**src/rtl/comar_pkg.sv**
```systemverilog
// Shared definitions for the masked COMAR logic pipeline: op encodings,
// per-lane sizing constants and the input/output inversion decoders.
package comar_pkg;

  typedef enum logic [1:0] {
    OP_AND  = 2'd0,
    OP_OR   = 2'd1,
    OP_NAND = 2'd2,
    OP_NOR  = 2'd3
  } comar_op_e;

  localparam int RAND_PER_LANE = 6;
  localparam int SHARES        = 2;

  // OR and NOR are built from AND by De Morgan, so their inputs get inverted
  function automatic logic inv_in_dec(input logic [1:0] op);
    return (op == OP_OR) || (op == OP_NOR);
  endfunction

  // OR and NAND need the AND product inverted on the way out
  function automatic logic inv_out_dec(input logic [1:0] op);
    return (op == OP_OR) || (op == OP_NAND);
  endfunction

endpackage

```
**src/rtl/comar_lane.sv**
```systemverilog
// One first-order masked lane: refreshes both operands with fresh masks,
// registers the four share cross-products each re-masked, and only merges
// them in the final output XOR.
module comar_lane
  import comar_pkg::*;
(
  input  logic                     clk,
  input  logic                     rst_n,
  input  logic                     en_i,
  input  logic                     inv_in_i,
  input  logic                     inv_out_i,
  input  logic [SHARES-1:0]        a_i,
  input  logic [SHARES-1:0]        b_i,
  input  logic [RAND_PER_LANE-1:0] r_i,
  output logic [SHARES-1:0]        c_o
);

  (* keep = "true" *) logic x0_q, x1_q, y0_q, y1_q;
  logic x0_d, x1_d, y0_d, y1_d;

  (* keep = "true" *) logic p00_q, p01_q, p10_q, p11_q, s_q;
  logic p00_d, p01_d, p10_d, p11_d, s_d;

  // Stage-1 refresh: each operand pair gets its own mask, inversion on share 0 only
  always_comb begin
    x0_d = a_i[0] ^ r_i[0] ^ inv_in_i;
    x1_d = a_i[1] ^ r_i[0];
    y0_d = b_i[0] ^ r_i[1] ^ inv_in_i;
    y1_d = b_i[1] ^ r_i[1];
  end

  // Stage-1 share registers form the boundary before any cross-product
  always_ff @(posedge clk or negedge rst_n) begin
    if (!rst_n) begin
      x0_q <= 1'b0;
      x1_q <= 1'b0;
      y0_q <= 1'b0;
      y1_q <= 1'b0;
    end else if (en_i) begin
      x0_q <= x0_d;
      x1_q <= x1_d;
      y0_q <= y0_d;
      y1_q <= y1_d;
    end
  end

  // Cross-products each masked with an independent bit; s carries the mask sum
  always_comb begin
    p00_d = (x0_q & y0_q) ^ r_i[2];
    p01_d = (x0_q & y1_q) ^ r_i[3];
    p10_d = (x1_q & y0_q) ^ r_i[4];
    p11_d = (x1_q & y1_q) ^ r_i[5];
    s_d   = r_i[2] ^ r_i[3] ^ r_i[4] ^ r_i[5];
  end

  // Stage-2 product registers keep every partial product separate until the output
  always_ff @(posedge clk or negedge rst_n) begin
    if (!rst_n) begin
      p00_q <= 1'b0;
      p01_q <= 1'b0;
      p10_q <= 1'b0;
      p11_q <= 1'b0;
      s_q   <= 1'b0;
    end else if (en_i) begin
      p00_q <= p00_d;
      p01_q <= p01_d;
      p10_q <= p10_d;
      p11_q <= p11_d;
      s_q   <= s_d;
    end
  end

  assign c_o[0] = p00_q ^ p01_q ^ p10_q ^ p11_q ^ inv_out_i;
  assign c_o[1] = s_q;

endmodule

```
**src/rtl/comar_logic_pipe.sv**
```systemverilog
// WIDTH-lane masked AND/OR/NAND/NOR pipeline. Lanes hold the share data;
// this level carries the op and valid bits alongside and optionally adds a
// glitch-free output register.
module comar_logic_pipe
  import comar_pkg::*;
#(
  parameter int WIDTH   = 8,
  parameter bit OUT_REG = 1'b0
) (
  input  logic                       clk,
  input  logic                       rst_n,
  input  logic                       en,
  input  logic                       in_valid,
  input  logic [1:0]                 op,
  input  logic [2*WIDTH-1:0]         a,
  input  logic [2*WIDTH-1:0]         b,
  input  logic [6*WIDTH-1:0]         r,
  output logic                       out_valid,
  output logic [2*WIDTH-1:0]         c
);

  logic [1:0]         op1_q, op2_q;
  logic               vld1_q, vld2_q;
  logic               inv_in, inv_out;
  logic [2*WIDTH-1:0] lane_c;

  assign inv_in  = inv_in_dec(op);
  assign inv_out = inv_out_dec(op2_q);

  // Op and valid travel with the data so an op change never touches an in-flight result
  always_ff @(posedge clk or negedge rst_n) begin
    if (!rst_n) begin
      op1_q  <= 2'd0;
      op2_q  <= 2'd0;
      vld1_q <= 1'b0;
      vld2_q <= 1'b0;
    end else if (en) begin
      op1_q  <= op;
      op2_q  <= op1_q;
      vld1_q <= in_valid;
      vld2_q <= vld1_q;
    end
  end

  for (genvar i = 0; i < WIDTH; i++) begin : g_lane
    comar_lane u_lane (
      .clk       (clk),
      .rst_n     (rst_n),
      .en_i      (en),
      .inv_in_i  (inv_in),
      .inv_out_i (inv_out),
      .a_i       (a[SHARES*i +: SHARES]),
      .b_i       (b[SHARES*i +: SHARES]),
      .r_i       (r[RAND_PER_LANE*i +: RAND_PER_LANE]),
      .c_o       (lane_c[SHARES*i +: SHARES])
    );
  end

  if (OUT_REG) begin : g_out_reg
    (* keep = "true" *) logic [2*WIDTH-1:0] c_q;
    logic                                    vld3_q;

    // Output stage hides the combinational merge glitches from downstream logic
    always_ff @(posedge clk or negedge rst_n) begin
      if (!rst_n) begin
        c_q    <= '0;
        vld3_q <= 1'b0;
      end else if (en) begin
        c_q    <= lane_c;
        vld3_q <= vld2_q;
      end
    end

    assign c         = c_q;
    assign out_valid = vld3_q;
  end else begin : g_out_comb
    assign c         = lane_c;
    assign out_valid = vld2_q;
  end

endmodule

```
**config.mk**
```make
export PLATFORM = sky130hd
export DESIGN_NAME = comar_logic_pipe
export DESIGN_NICKNAME = d
export VERILOG_FILES = /design/src/rtl/comar_pkg.sv /design/src/rtl/comar_lane.sv /design/src/rtl/comar_logic_pipe.sv
export SDC_FILE = /design/constraint.sdc
export NUM_CORES = 1
export LEC_CHECK = 0
export ABC_AREA = 1
export ABC_CLOCK_PERIOD_IN_PS = 3200
export BUFFER_PORTS_ARGS = -buffer_cell sky130_fd_sc_hd__buf_2
export CAP_MARGIN = 20
export CORE_MARGIN = 2
export CORE_UTILIZATION = 45
export DETAILED_ROUTE_END_ITERATION = 8
export PLACE_DENSITY = 0.68
export SLEW_MARGIN = 0
export SYNTH_ARGS = -nofsm -noshare
export SYNTH_HDL_FRONTEND = slang
export SYNTH_HIERARCHICAL = 1
export SYNTH_SLANG_ARGS = --single-unit
export TNS_END_PERCENT = 10
```
**constraint.sdc**
```tcl
create_clock -name clk -period 3.2 [get_ports clk]
set_clock_uncertainty 0.05 [all_clocks]
set_input_delay 0.64 -clock clk [delete_from_list [all_inputs] [get_ports clk]]
set_output_delay 0.64 -clock clk [all_outputs]
set_load 0.1 [all_outputs]
```
==> flow_metrics.env, run 1 <==
export IMPL_num_fill_cells=1128
export IMPL_register_area_um2=1950
export IMPL_multi_input_area_um2=2440
export IMPL_timing_final_ws_setup_ns=0.357
export IMPL_ys_warn_count=6
export IMPL_die_w_um=110
export IMPL_syn_nets=837
export IMPL_grt_pass1_vias=3885
export IMPL_drt_drc_violations_left=0
export IMPL_stdcell_count=993
export IMPL_drt_pass1_iter_count=4
export IMPL_vias_per_cell=4.42
export IMPL_leakagePower_nw=3.44
export IMPL_syn_cell_area_um2=5010
export IMPL_hpwlAfterDp_mm=7.01
export IMPL_start_util_pct=46.2
export IMPL_antenna_found_initial=0
export IMPL_power_frac_comb_pct=36.4
export IMPL_switchingPower_w=0.00128
export IMPL_vdd_drop_max_mv=0.312
export IMPL_critical_path_class="flop to output pin"
export IMPL_core_area_um2=10800
export IMPL_mostFrequentLayoutCell="nand2_1"
export IMPL_postCtsHoldBufs=0
export IMPL_drv_cap=0
export IMPL_crit_fanout=16
export IMPL_synth_area_leaders="dfrtp_1 (39%), nand2_1 (27%), inv_1 (7.9%)"
export IMPL_ys_seq_area_share_pct=39.0
export IMPL_hold_viol_final=0
export IMPL_maxSlewHeadroom_pct=50.8
export IMPL_fin_crit_ns=2.84
export IMPL_grt_total_usage_pct=17.3
export IMPL_wl_mm=9.57
export IMPL_grt_max_degree=79
export IMPL_num_io_pins=103
export IMPL_rsz0062_at_grt="no"
export IMPL_num_rows=38
export IMPL_grt_overflow=0
export IMPL_cts_sinks=78
export IMPL_power_density_nw_per_um2=541
export IMPL_post_cts_buffers=0
export IMPL_worstSetupEndpointType="output pin"
export IMPL_htreeDepth=3
export IMPL_synth_seq_cells=78
export IMPL_synth_avg_cell_area_um2=6.67
export IMPL_sw_frac_of_total_pct=41.0
export IMPL_maxSlewViolCount=0
export IMPL_cts_tree="yes"
export IMPL_vias=4391
export IMPL_yosysTopAreaCellShare_pct=39.0
export IMPL_insertion_delay_ns=0.33
export IMPL_fin_crit_sh_pct=88.8
export IMPL_synth_area_leader_cell="dfrtp_1"
export IMPL_dpl_worst_slack_ns=0.683
export IMPL_io_buffers=102
export IMPL_timing_fmax_mhz=352
export IMPL_drt_initial_drc_count=214
export IMPL_num_nets_final=935
export IMPL_syn_inst=751
export IMPL_cp_required_ns=2.51
export IMPL_clkTransAtPathRegs_ns=0.08
export IMPL_ant_nets=0
export IMPL_drive_gt1_share_pct=16.6
export IMPL_die_h_um=110
export IMPL_dp_cells=977
export IMPL_min_path_type="primary input to async pin"
export IMPL_seq_power_share_pct=38.7
export IMPL_cts_resized=0
export IMPL_setup_viol=0
export IMPL_synthToLayoutAreaGrowth_pct=15.3
export IMPL_most_common_layout_cells="nand2_1 (357), inv_1 (106), buf_2 (101)"
export IMPL_cp_start_kind="flop"
export IMPL_cp_arrival_ns=2.15
export IMPL_place_congestion=0.763
export IMPL_antenna_cells=0
export IMPL_grt_pass1_wl_mm=16.6
export IMPL_outcome="completed"
export IMPL_internal_power_w=0.00184
export IMPL_ys_types=13
export IMPL_pwr_share_clk_pct=24.9
export IMPL_worst_pin_slew_ns=0.737
export IMPL_tns_ns=0
export IMPL_clk_path_buf_depth=2
export IMPL_drt_wirelength_per_cell_um=9.64
export IMPL_cts_buffers=9
export IMPL_cts_root_buf="clkbuf_8"
export IMPL_dieArea_um2=12000
[worst max-delay path, stage by stage, from the launching register on]
cell	delay [ns]
dfrtp_1	0.40
inv_1	0.06
nand2_1	0.04
nand2_1	0.51
inv_1	0.09
nand3_1	0.12
nand3_1	0.08
nand2_1	0.10
buf_2	0.43
[logic make-up (layout without fill, tap and decap cells)]
kind of cell              count (synthesis)  after routing  share of synthesized area [%]
DFF                                      78             78                           39.0
xor gates and xnor gates                 56             56                           9.79
and+or+nand+nor                         429            429                           33.6
buffers and inverters                   140            242                           12.3
AOI/OAI and AO/OA                        48             48                           5.40
[registers in the layout, summed over array words and instances (netlist names)]
signal               cells
g_lane.u_lane/p00_q      8
g_lane.u_lane/p01_q      8
g_lane.u_lane/p10_q      8
g_lane.u_lane/p11_q      8
g_lane.u_lane/s_q        8
g_lane.u_lane/x0_q       8
g_lane.u_lane/x1_q       8
g_lane.u_lane/y0_q       8
g_lane.u_lane/y1_q       8
op1_q                    2
op2_q                    2
out_valid                1
vld1_q                   1
[Yosys cell counts (all sizes together)]
cell type and count:
xor2 40, inv 123, nor2 16, dfrtp 78
clkbuf 1, o21ai 48, nand3 56, xnor2 16
nand2 357, buf 16
[layer usage]
metal  share of wire [%]  vias to the layer above  track usage (%)
li1                    -                     2438                -
met1                  52                     1872             24.0
met2                  43                       73             28.0
met3                 3.6                        8             2.61
met4                0.84                        0             4.88
met5                   0                        -                0
[worst paths after layout]
kind | startpoint | slack (ns) | end | depth (start not counted)
worst min-delay path | rst_n | 0.20 | g_lane[1].u_lane/s_q | 1
max in group asynchronous | rst_n | 2.31 | g_lane[6].u_lane/x0_q | 2
min in group clk | op1_q[0] | 0.42 | op1_q[0] | 2
worst min register to register | op1_q[0] | 0.42 | op1_q[0] | 2
worst max-delay path | op2_q[0] | 0.36 | c[2] | 8
worst max register to register | g_lane[2].u_lane/y0_q | 2.28 | g_lane[2].u_lane/p10_q | 3
[metrics by stage]
step | instance area (um^2) | utilization (%) | total power (W) | hold slack (ns)
5_1_grt | 5770 | 53.3 | 0.00334 | 0.221
6_report | 5770 | 53.3 | 0.00312 | 0.196
3_5_place_dp | 5550 | 51.2 | 0.00237 | 0.409
3_3_place_gp | 5550 | 51.2 | 0.00236 | 0.404
4_1_cts | 5750 | 53.1 | 0.00316 | 0.428
2_1_floorplan | 5010 | - | 0.00214 | 0.294
[final cells by class]
cell class	instances	area share, %
Sequential cell	78	33.8
Tap cell	140	3.03
Clock buffer	11	2.28
Inverter	123	8.00
Multi-Input combinational cell	533	42.3
Timing Repair Buffer	104	9.36
Clock inverter	4	1.26
[power by group through the flow]
stage               sequential, W  combinational (W)  clock [W]
global placement          0.00122            0.00113          0
finish                    0.00121            0.00114   0.000778
detailed placement        0.00123            0.00114          0
floorplan                 0.00122           0.000921          0
global route              0.00123            0.00127   0.000847
CTS                       0.00121            0.00115   0.000803
(Power assumes the default switching activity.)
==> inputs of run 2 (changes only) <==
--- a/config.mk
+++ b/config.mk
@@ -5,14 +5,13 @@
 export SDC_FILE = /design/constraint.sdc
 export NUM_CORES = 1
 export LEC_CHECK = 0
-export ABC_AREA = 1
 export ABC_CLOCK_PERIOD_IN_PS = 3200
 export BUFFER_PORTS_ARGS = -buffer_cell sky130_fd_sc_hd__buf_2
 export CAP_MARGIN = 20
 export CORE_MARGIN = 2
 export CORE_UTILIZATION = 45
 export DETAILED_ROUTE_END_ITERATION = 8
-export PLACE_DENSITY = 0.68
+export PLACE_DENSITY = 0.69
 export SLEW_MARGIN = 0
 export SYNTH_ARGS = -nofsm -noshare
 export SYNTH_HDL_FRONTEND = slang
==> run 2 against run 1 <==
Against the previous run: routed wire length decreased by 20%; critical endpoint unchanged; power increased by 42%; sequential share of layout area increased by 4.5 points; utilization increased by 2.4 points.
==> flow_metrics.env, run 2 <==
export IMPL_antenna_found_initial=0
export IMPL_vias_per_cell=4.68
export IMPL_yosysTopAreaCellShare_pct=46.6
export IMPL_synth_common_cells="xnor2_1 (104), dfrtp_1 (78), a21oi_1 (56), nor2_1 (56), xor2_1 (33)"
export IMPL_vdd_drop_max_mv=0.673
export IMPL_clkTransAtPathRegs_ns=0.08
export IMPL_worst_pin_slew_ns=0.610
export IMPL_hpwlAfterDp_mm=5.40
export IMPL_die_h_um=100
export IMPL_num_rows=35
export IMPL_rr_worst_depth=3
export IMPL_timing_final_ws_setup_ns=0.319
export IMPL_synth_avg_cell_area_um2=10.3
export IMPL_num_io_pins=103
export IMPL_io_buffers=102
export IMPL_ant_nets=0
export IMPL_syn_nets=493
export IMPL_die_w_um=100
export IMPL_cts_tree="yes"
export IMPL_ys_seq_area_share_pct=46.6
export IMPL_startpoint="op2_q[1]"
export IMPL_cp_required_ns=2.51
export IMPL_synth_async_sr_flop_share_pct=100
export IMPL_cp_arrival_ns=2.19
export IMPL_leakagePower_nw=2.19
export IMPL_worstSetupEndpoint="c[2]"
export IMPL_timing_fmax_mhz=347
export IMPL_fin_crit_ns=2.88
export IMPL_antenna_cells=0
export IMPL_cts_root_buf="clkbuf_8"
export IMPL_htreeDepth=3
export IMPL_dp_cells=597
export IMPL_critical_path_class="flop to output pin"
export IMPL_whs_ns=0.116
export IMPL_place_congestion=0.815
export IMPL_num_nets_final=584
export IMPL_synth_area_leaders="dfrtp_1 (47%), xnor2_1 (22%), xor2_1 (6.9%)"
export IMPL_grt_overflow=0
export IMPL_worstSetupEndpointType="output pin"
export IMPL_stdcell_count=613
export IMPL_synth_area_leader_cell="dfrtp_1"
export IMPL_num_fill_cells=816
export IMPL_r2r_end="g_lane[7].u_lane/p11_q"
export IMPL_synth_seq_cells=78
export IMPL_drt_wirelength_per_cell_um=12.5
export IMPL_drive_gt1_share_pct=28.9
export IMPL_maxSlewViolCount=0
export IMPL_vias=2869
export IMPL_synthToLayoutAreaGrowth_pct=21.7
export IMPL_maxSlewHeadroom_pct=59.4
export IMPL_dpl_worst_slack_ns=0.666
export IMPL_power_density_nw_per_um2=870
export IMPL_ys_warn_count=6
export IMPL_wl_mm=7.65
export IMPL_crit_fanout=5
export IMPL_cts_sinks=78
export IMPL_r2r_start="g_lane[7].u_lane/y1_q"
export IMPL_cts_buffers=9
export IMPL_most_common_layout_cells="xnor2_1 (103), buf_2 (95), dfrtp_1 (78)"
export IMPL_syn_cell_area_um2=4190
export IMPL_yosysMostFrequentCell="xnor2_1"
export IMPL_outcome="completed"
export IMPL_mostFrequentLayoutCell="xnor2_1"
export IMPL_cp_start_kind="flop"
export IMPL_synth_edf_count=0
export IMPL_grt_total_usage_pct=16.1
export IMPL_finalPower_w=0.00443
export IMPL_setup_viol=0
export IMPL_clk_path_buf_depth=2
export IMPL_dieArea_um2=10100
export IMPL_drt_drc_violations_left=0
export IMPL_drv_cap=0
export IMPL_hold_viol_final=0
export IMPL_insertion_delay_ns=0.34
export IMPL_postCtsHoldBufs=0
export IMPL_ys_types=12
export IMPL_rsz0062_at_grt="no"
export IMPL_fin_crit_sh_pct=90.0
export IMPL_grt_pass1_vias=2889
export IMPL_cts_resized=0
export IMPL_drt_initial_drc_count=59
export IMPL_syn_inst=407
export IMPL_grt_max_degree=80
export IMPL_synth_flop_cell="dfrtp_1"
export IMPL_start_util_pct=45.8
export IMPL_core_area_um2=9150
export IMPL_post_cts_buffers=0
export IMPL_r2r_slack_ns=2.24
export IMPL_grt_pass1_wl_mm=12.6
export IMPL_min_path_type="primary input to async pin"
export IMPL_drt_pass1_iter_count=4
-- run 2: cell type report --
cell class | instances | area (um^2) | share of cell area (%)
clock buffer | 9 | 124 | 2.43
clock inverter | 6 | 134 | 2.63
multi-input combinational | 303 | 2100 | 41.1
sequential | 78 | 1950 | 38.3
tap | 111 | 139 | 2.72
timing repair buffer | 106 | 653 | 12.8
-- run 2: cell families (layout without fill, tap and decap cells) --
group | after synthesis | count (layout) | share of synthesized area (%)
buffers and inverters | 26 | 121 | 3.70
xor gates and xnor gates | 137 | 137 | 28.7
and+or+nand+nor | 88 | 88 | 7.89
AOI/OAI and AO/OA | 56 | 56 | 6.69
muxes | 22 | 22 | 6.45
DFF | 78 | 78 | 46.6
-- run 2: where the power goes --
group	internal (W)	switching [W]
sequential	0.00116	0.000124
combinational	0.000757	0.00144
clock	0.000594	0.000357
-- run 2: worst min path at each step --
stage,endpoint,slack [ns]
2_1_floorplan,g_lane[0].u_lane/p00_q,0.29
3_3_place_gp,out_valid,0.44
3_5_place_dp,vld1_q,0.45
4_1_cts,g_lane[2].u_lane/s_q,0.44
5_1_grt,g_lane[2].u_lane/s_q,0.10
6_report,g_lane[2].u_lane/s_q,0.12
-- run 2: through the flow --
stage / TNS, ns / instance area [um^2] / utilization (%)
after floorplan: -2.47 / 4200 / -
after global placement: 0 / 4810 / 52.6
after detailed placement: 0 / 4810 / 52.6
after CTS: 0 / 5070 / 55.4
after global routing: 0 / 5100 / 55.7
final: 0 / 5100 / 55.7
-- run 2: worst max-delay path: stages, from the launching register on --
cell and delay (ns):
dfrtp_1 0.42, xor2_2 0.31, buf_4 0.24, xnor2_1 0.15
xnor2_1 0.16, xnor2_1 0.14, buf_2 0.44
-- run 2: metal layers --
| metal | share of wire (%) | vias to the layer above | GRT usage (%) |
|---|---|---|---|
| li1 | - | 1475 | - |
| met1 | 44 | 1324 | 19.2 |
| met2 | 51 | 62 | 28.4 |
| met3 | 3.7 | 8 | 3.26 |
| met4 | 1.5 | 0 | 6.32 |
| met5 | 0 | - | 0 |
